--- src/rtl/alu_rr_arbiter.sv ---
// alu_rr_arbiter: round-robin front end that shares one ALU_4_bit between
// two requesters. One transaction is in flight at a time: accept, drive the
// ALU operands, wait out the ALU latency, capture C, return it to the winner.
module alu_rr_arbiter #(
    parameter int ALU_LATENCY = 1
) (
    input  logic       clk,
    input  logic       reset,
    input  logic [1:0] req_valid,
    output logic [1:0] req_ready,
    input  logic [3:0] req_opcode,
    input  logic [7:0] req_a,
    input  logic [7:0] req_b,
    output logic [1:0] rsp_valid,
    input  logic [1:0] rsp_ready,
    output logic [4:0] rsp_data,
    output logic [1:0] alu_opcode,
    output logic [3:0] alu_a,
    output logic [3:0] alu_b,
    input  logic [4:0] alu_c,
    output logic       busy
);

    localparam logic [2:0] LAT = 3'(ALU_LATENCY);

    typedef enum logic [1:0] {IDLE, WAIT, RESP} state_t;

    state_t     state;
    logic       grant;       // requester owning the in-flight transaction
    logic       last_grant;  // requester served most recently
    logic [2:0] cnt;         // remaining ALU latency edges
    logic       win;         // requester that would be accepted now
    logic       any_req;

    // Round-robin winner selection and the combinational accept strobe.
    always_comb begin
        win       = 1'b0;
        any_req   = |req_valid;
        req_ready = 2'b00;
        case (req_valid)
            2'b01:   win = 1'b0;
            2'b10:   win = 1'b1;
            2'b11:   win = ~last_grant;
            default: win = 1'b0;
        endcase
        if (state == IDLE && any_req) begin
            req_ready[win] = 1'b1;
        end
    end

    assign busy = (state != IDLE);

    // Transaction sequencer: accept, wait out the ALU pipeline, hold the response.
    always_ff @(posedge clk or negedge reset) begin
        if (!reset) begin
            state      <= IDLE;
            grant      <= 1'b0;
            last_grant <= 1'b1;
            cnt        <= 3'd0;
            alu_opcode <= 2'b00;
            alu_a      <= 4'd0;
            alu_b      <= 4'd0;
            rsp_data   <= 5'd0;
            rsp_valid  <= 2'b00;
        end else begin
            case (state)
                IDLE: begin
                    if (any_req) begin
                        alu_opcode <= win ? req_opcode[3:2] : req_opcode[1:0];
                        alu_a      <= win ? req_a[7:4] : req_a[3:0];
                        alu_b      <= win ? req_b[7:4] : req_b[3:0];
                        grant      <= win;
                        cnt        <= LAT;
                        state      <= WAIT;
                    end
                end
                WAIT: begin
                    if (cnt != 3'd0) begin
                        cnt <= cnt - 3'd1;
                    end else begin
                        // C is passed through untouched; no sign or width change.
                        rsp_data  <= alu_c;
                        rsp_valid <= grant ? 2'b10 : 2'b01;
                        state     <= RESP;
                    end
                end
                RESP: begin
                    // Only the granted requester's rsp_ready can retire the response.
                    if (rsp_ready[grant]) begin
                        rsp_valid  <= 2'b00;
                        last_grant <= grant;
                        state      <= IDLE;
                    end
                end
                default: state <= IDLE;
            endcase
        end
    end

endmodule

--- config.mk ---
export PLATFORM = sky130hd
export DESIGN_NAME = alu_rr_arbiter
export DESIGN_NICKNAME = d
export VERILOG_FILES = /design/src/rtl/alu_rr_arbiter.sv
export SDC_FILE = /design/constraint.sdc
export NUM_CORES = 1
export LEC_CHECK = 0
export BUFFER_PORTS_ARGS = -buffer_cell sky130_fd_sc_hd__clkbuf_2
export CORE_ASPECT_RATIO = 1.2
export CORE_UTILIZATION = 43
export CTS_BUF_LIST = sky130_fd_sc_hd__clkbuf_4
export DETAILED_ROUTE_END_ITERATION = 6
export HOLD_SLACK_MARGIN = 0.03
export PLACE_DENSITY_LB_ADDON = 0.3
export SLEW_MARGIN = 40
export SYNTH_ARGS = -nofsm -noshare
export SYNTH_HDL_FRONTEND = slang
export SYNTH_SLANG_ARGS = --single-unit
--- constraint.sdc ---
create_clock -name clk -period 1.5 [get_ports clk]
set_input_delay 0.075 -clock clk [delete_from_list [all_inputs] [get_ports clk]]
set_output_delay 0.075 -clock clk [all_outputs]
set_load 0.01 [all_outputs]
# Word-level counts from Yosys, hierarchy flattened
# Cells that the tools add are included.
# W data, S select, Z words.
# totals
regBits,24
latch_bits,0
ram_bits,0
rom_bits,0
out_inout_bits,20
wordCells,56
mem_count,0
# op_classes
n_addsub,1
mul,0
div_mod_pow,0
n_lt_le_gt_ge,3
n_eq_ne,8
shift,0
muxes,19
bitwise,2
reduce_logical,14
# op_table
op,count
$mux W2,7
$reduce_and A3 Y1,3
$mux W4,2
$ne A2 B2 Y1 const B,4
$eq A2 B2 Y1 const B,3
$mux W3,2
$pmux W2 S3,1
$pmux W3 S2,1
$reduce_and A2 Y1,3
$reduce_bool A2 Y1,3
$lt A1 B2 Y1 const B,2
$pmux W2 S2,1
$mux W1,3
$reduce_bool A3 Y1,1
$sub A3 B1 Y3 const B,1
$eq A2 B1 Y1 const B,1
$logic_and A1 B1 Y1,2
$logic_not A2 Y1,1
$not A1 Y1,2
$pmux W1 S2,1
$reduce_or A2 Y1,1
$demux W1 S1,1
$ge A1 B1 Y1 const B,1

# Depth between registers and ports, before layout
# depth
depth_word,7
ltp_mapped,6
depth_no_buf,5

# Least setup slack after synthesis
# No wires, ideal clock.
# synth_path
kind,flip-flop to flip-flop
startpoint,register cnt[0]
endpoint,register rsp_valid[0]
arrival_time_ps,1250
setup_slack_ps,111
stages_incl_launch_ff,7
n_path_buf,1
period_less_slack_ps,1389
path_cell_list,dfrtp_1 inv_1 ha_1 nor4bb_1 clkbuf_1 a21o_1 a22oi_1
# synth_between
elab_chain_cells,3
# synth_rtl
element,line,source
start: declaration,31,logic [2:0] cnt;
start signal: assignment,79,cnt <= cnt - 3'd1;
$reduce_bool A3 Y1,78,if (cnt != 3'd0) begin
$ne A2 B2 Y1 (no line),--,
$reduce_and A3 Y1 (no line),--,
end signal: assignment,83,rsp_valid <= grant ? 2'b10 : 2'b01;
end: declaration,14,"output logic [1:0] rsp_valid,"
# Every way passes these cells.
# A chain may end at the register's enable or synchronous reset.

# Worst setup path in the final report
# layout_path
startpoint,register cnt[1]
endpoint,register rsp_valid[0]
# The elaborated chain is that of the path after synthesis.

==> impl_metrics.ini <==
[worst_setup_path]
start_kind = register
worstSetupEndpointType = register
crit_fanout = 7
r2r_cells = 6
worstPathArrival_ns = 1.63
r2r-start = cnt[1]
r2r_slack_ns = 0.07
crit_required_ns = 1.70
reg2reg_to = rsp_valid[0]
critPathKind = register to register

[grt]
grt_max_degree = 25
grt_pass1_wl_um = 4850
grt_pass1_vias = 1103
grt_antenna_before_repair = 0
track_usage_pct = 22.1
overflow = 0

[sta]
drv_slew = 0
worst_pin_slew_ns = 0.599
hold_violations = 0
tns_ns = 0
setup_viol = 0
fmax_mhz = 698
period_share_pct = 95.5
fin_ws_ns = 0.0673
period_minus_slack_ns = 1.43
clock_skew_ns = 0.00211
holdWs_ns = 0.0435
slew_headroom_pct = 60.0

[logic_synthesis]
syn_area_sq_um = 1150
synth_nets = 141
synthCells = 108
ys.flop_type = dfrtp_1
ys_warn_count = 0
yosysUniqueCellTypes = 31
ys_ff_latch = 24
yosysSeqAreaShare_pct = 52.3
synth_edf_count = 0
syn_area_per_cell_sq_um = 10.7
synth_async_sr_flop_share_pct = 100

[cts]
cts.htree.levels = 1
cts_num_sinks = 24
cts_root_buf = clkbuf_4
insertion_delay_ns = 0.30
cts_tree = done
cts_made_buffers = 3
clockBufferDepth = 2
clkTransAtPathRegs_ns = 0.13

[routing]
totalWireLength_um = 2990
drtIter0Drc = 21
drc_errors = 0
ant_nets = 0
drt_pass1_iterations = 4
viasPerCell = 5.20
vias = 1097
wl_per_cell_um = 14.2

[worst_hold_path]
whs_path_depth = 4
min_to = state[1]
hp-start = rsp_ready[0]
hp-class = input port to register

[pwr]
ir_drop_mv = 0.968
power.leakage_nw = 0.902
p_per_area_nw_per_um2 = 1750
total_power_w = 0.00295

[outcome]
status = finished clean

[floorplanning]
rows = 20
start_util_pct = 45.5
fp.dieW_um = 49.2
die_y_um = 58.7
die-area_sq_um = 2890
ioPinCount = 51
core-area_sq_um = 2530

[placed_design]
globalplace.congestion = 0.765
io_buffers = 50
hpwl_um = 1930
place_inst = 189
dp_slack_ns = -0.0822

[cells_and_area]
antenna_cells = 0
final_nets = 212
drive_above_1_share_pct = 43.3
area_growth_pct = 46.3
stdcell_count = 211

[job]
cap_viol_max_count = 0
## stage by stage
stage	instance area [sq um]	util, %
2_1_floorplan	1150	-
3_3_place_gp	1440	57.1
3_5_place_dp	1440	57.1
4_1_cts	1650	65.1
5_1_grt	1680	66.6
6_report	1680	66.6
## cells in the mapped netlist (2+ instances only)
cell	n	area (sq um)
and3_2	4	30.0
nor2_1	3	11.3
nand2_1	19	71.3
mux2i_1	2	20.0
nand3b_1	2	15.0
a221o_1	9	90.1
a21oi_1	6	30.0
and2b_2	2	17.5
a22oi_1	2	15.0
ha_1	2	25.0
clkbuf_1	3	11.3
dfrtp_1	23	576
a21o_1	2	15.0
buf_2	3	15.0
inv_1	4	15.0
and3_1	7	43.8
## flip-flops by register name, indices dropped and copies added (netlist names)
signal      flops
state           2
rsp_data        5
rsp_valid       2
alu_opcode      2
cnt             3
alu_a           4
grant           1
alu_b           4
last_grant      1
## cell usage in the layout, fill, tap and decap left out, types with 2 or more instances in the layout
master,synthesis,final
clkbuf_2,0,50
dfrtp_1,23,23
nand2_1,19,19
dlygate4sd3_1,0,16
a221o_1,9,9
and3_1,7,7
buf_4,0,7
a21oi_1,6,6
and3_2,4,4
inv_1,4,3
nor2_1,3,3
clkbuf_4,0,3
nand3b_1,2,2
and2b_2,2,2
mux2i_1,2,2
a21o_1,2,2
a22oi_1,2,2
## cell type report
class / count / area (sq um)
well taps: 33 / 41.3
clock inverters: 1 / 3.75
repair buffers: 73 / 463
flip-flops and latches: 24 / 602
clock buffers: 3 / 22.5
fillers: 205 / 843
multi-input cells: 73 / 537
inverters: 4 / 15.0
## what timing repair did
action	in CTS	in global routing
buffers inserted	1	1
pin swaps	1	1
hold buffers	16	0
hold endpoints to repair	38	0
resized for setup	3	6
endpoints found under the setup margin	13	8
## worst max-delay path, stage by stage, from the launching register on
cell      delay [ns]
dfrtp_1         0.40
inv_1           0.11
ha_4            0.17
nor4bb_2        0.28
buf_4           0.20
a21o_1          0.10
a22oi_1         0.06
## power breakdown
part           switching (W)  internal, W
Clock               0.000188    0.0000970
Sequential          0.000206     0.000947
Combinational       0.000750     0.000758
Total                0.00114      0.00180
## kinds of logic (layout without fill, tap and decap cells)
family	Yosys count	in the layout	share of synthesized area (%)
buf+inv	11	81	4.56
compound gates	23	23	15.9
flops	24	24	52.3
mux	2	2	1.74
simple gates	46	46	23.4
fa+ha+maj	2	2	2.17
## worst max-delay path by stage
stage	startpoint	to	slack, ns	depth (start not counted)
floorplan	cnt[0]	rsp_valid[0]	0.11	6
global placement	last_grant	alu_b[0]	-0.03	3
detailed placement	last_grant	alu_b[0]	-0.08	3
CTS	cnt[0]	rsp_valid[1]	0.02	5
global route	cnt[1]	rsp_valid[0]	-0.008	6
finish	cnt[1]	rsp_valid[0]	0.07	6
## routing by layer
layer  track usage (%)  vias up  part of all wire [%]  routed length, um
met3              3.36        2                   6.1                181
met5                 0        -                     0                  0
met2              44.0       51                    51               1540
li1                  -      524                     -                  -
met4              5.04        0                  0.64                 19
met1              24.4      520                    42               1250
No activity file was read; power rests on OpenSTA's default activity.
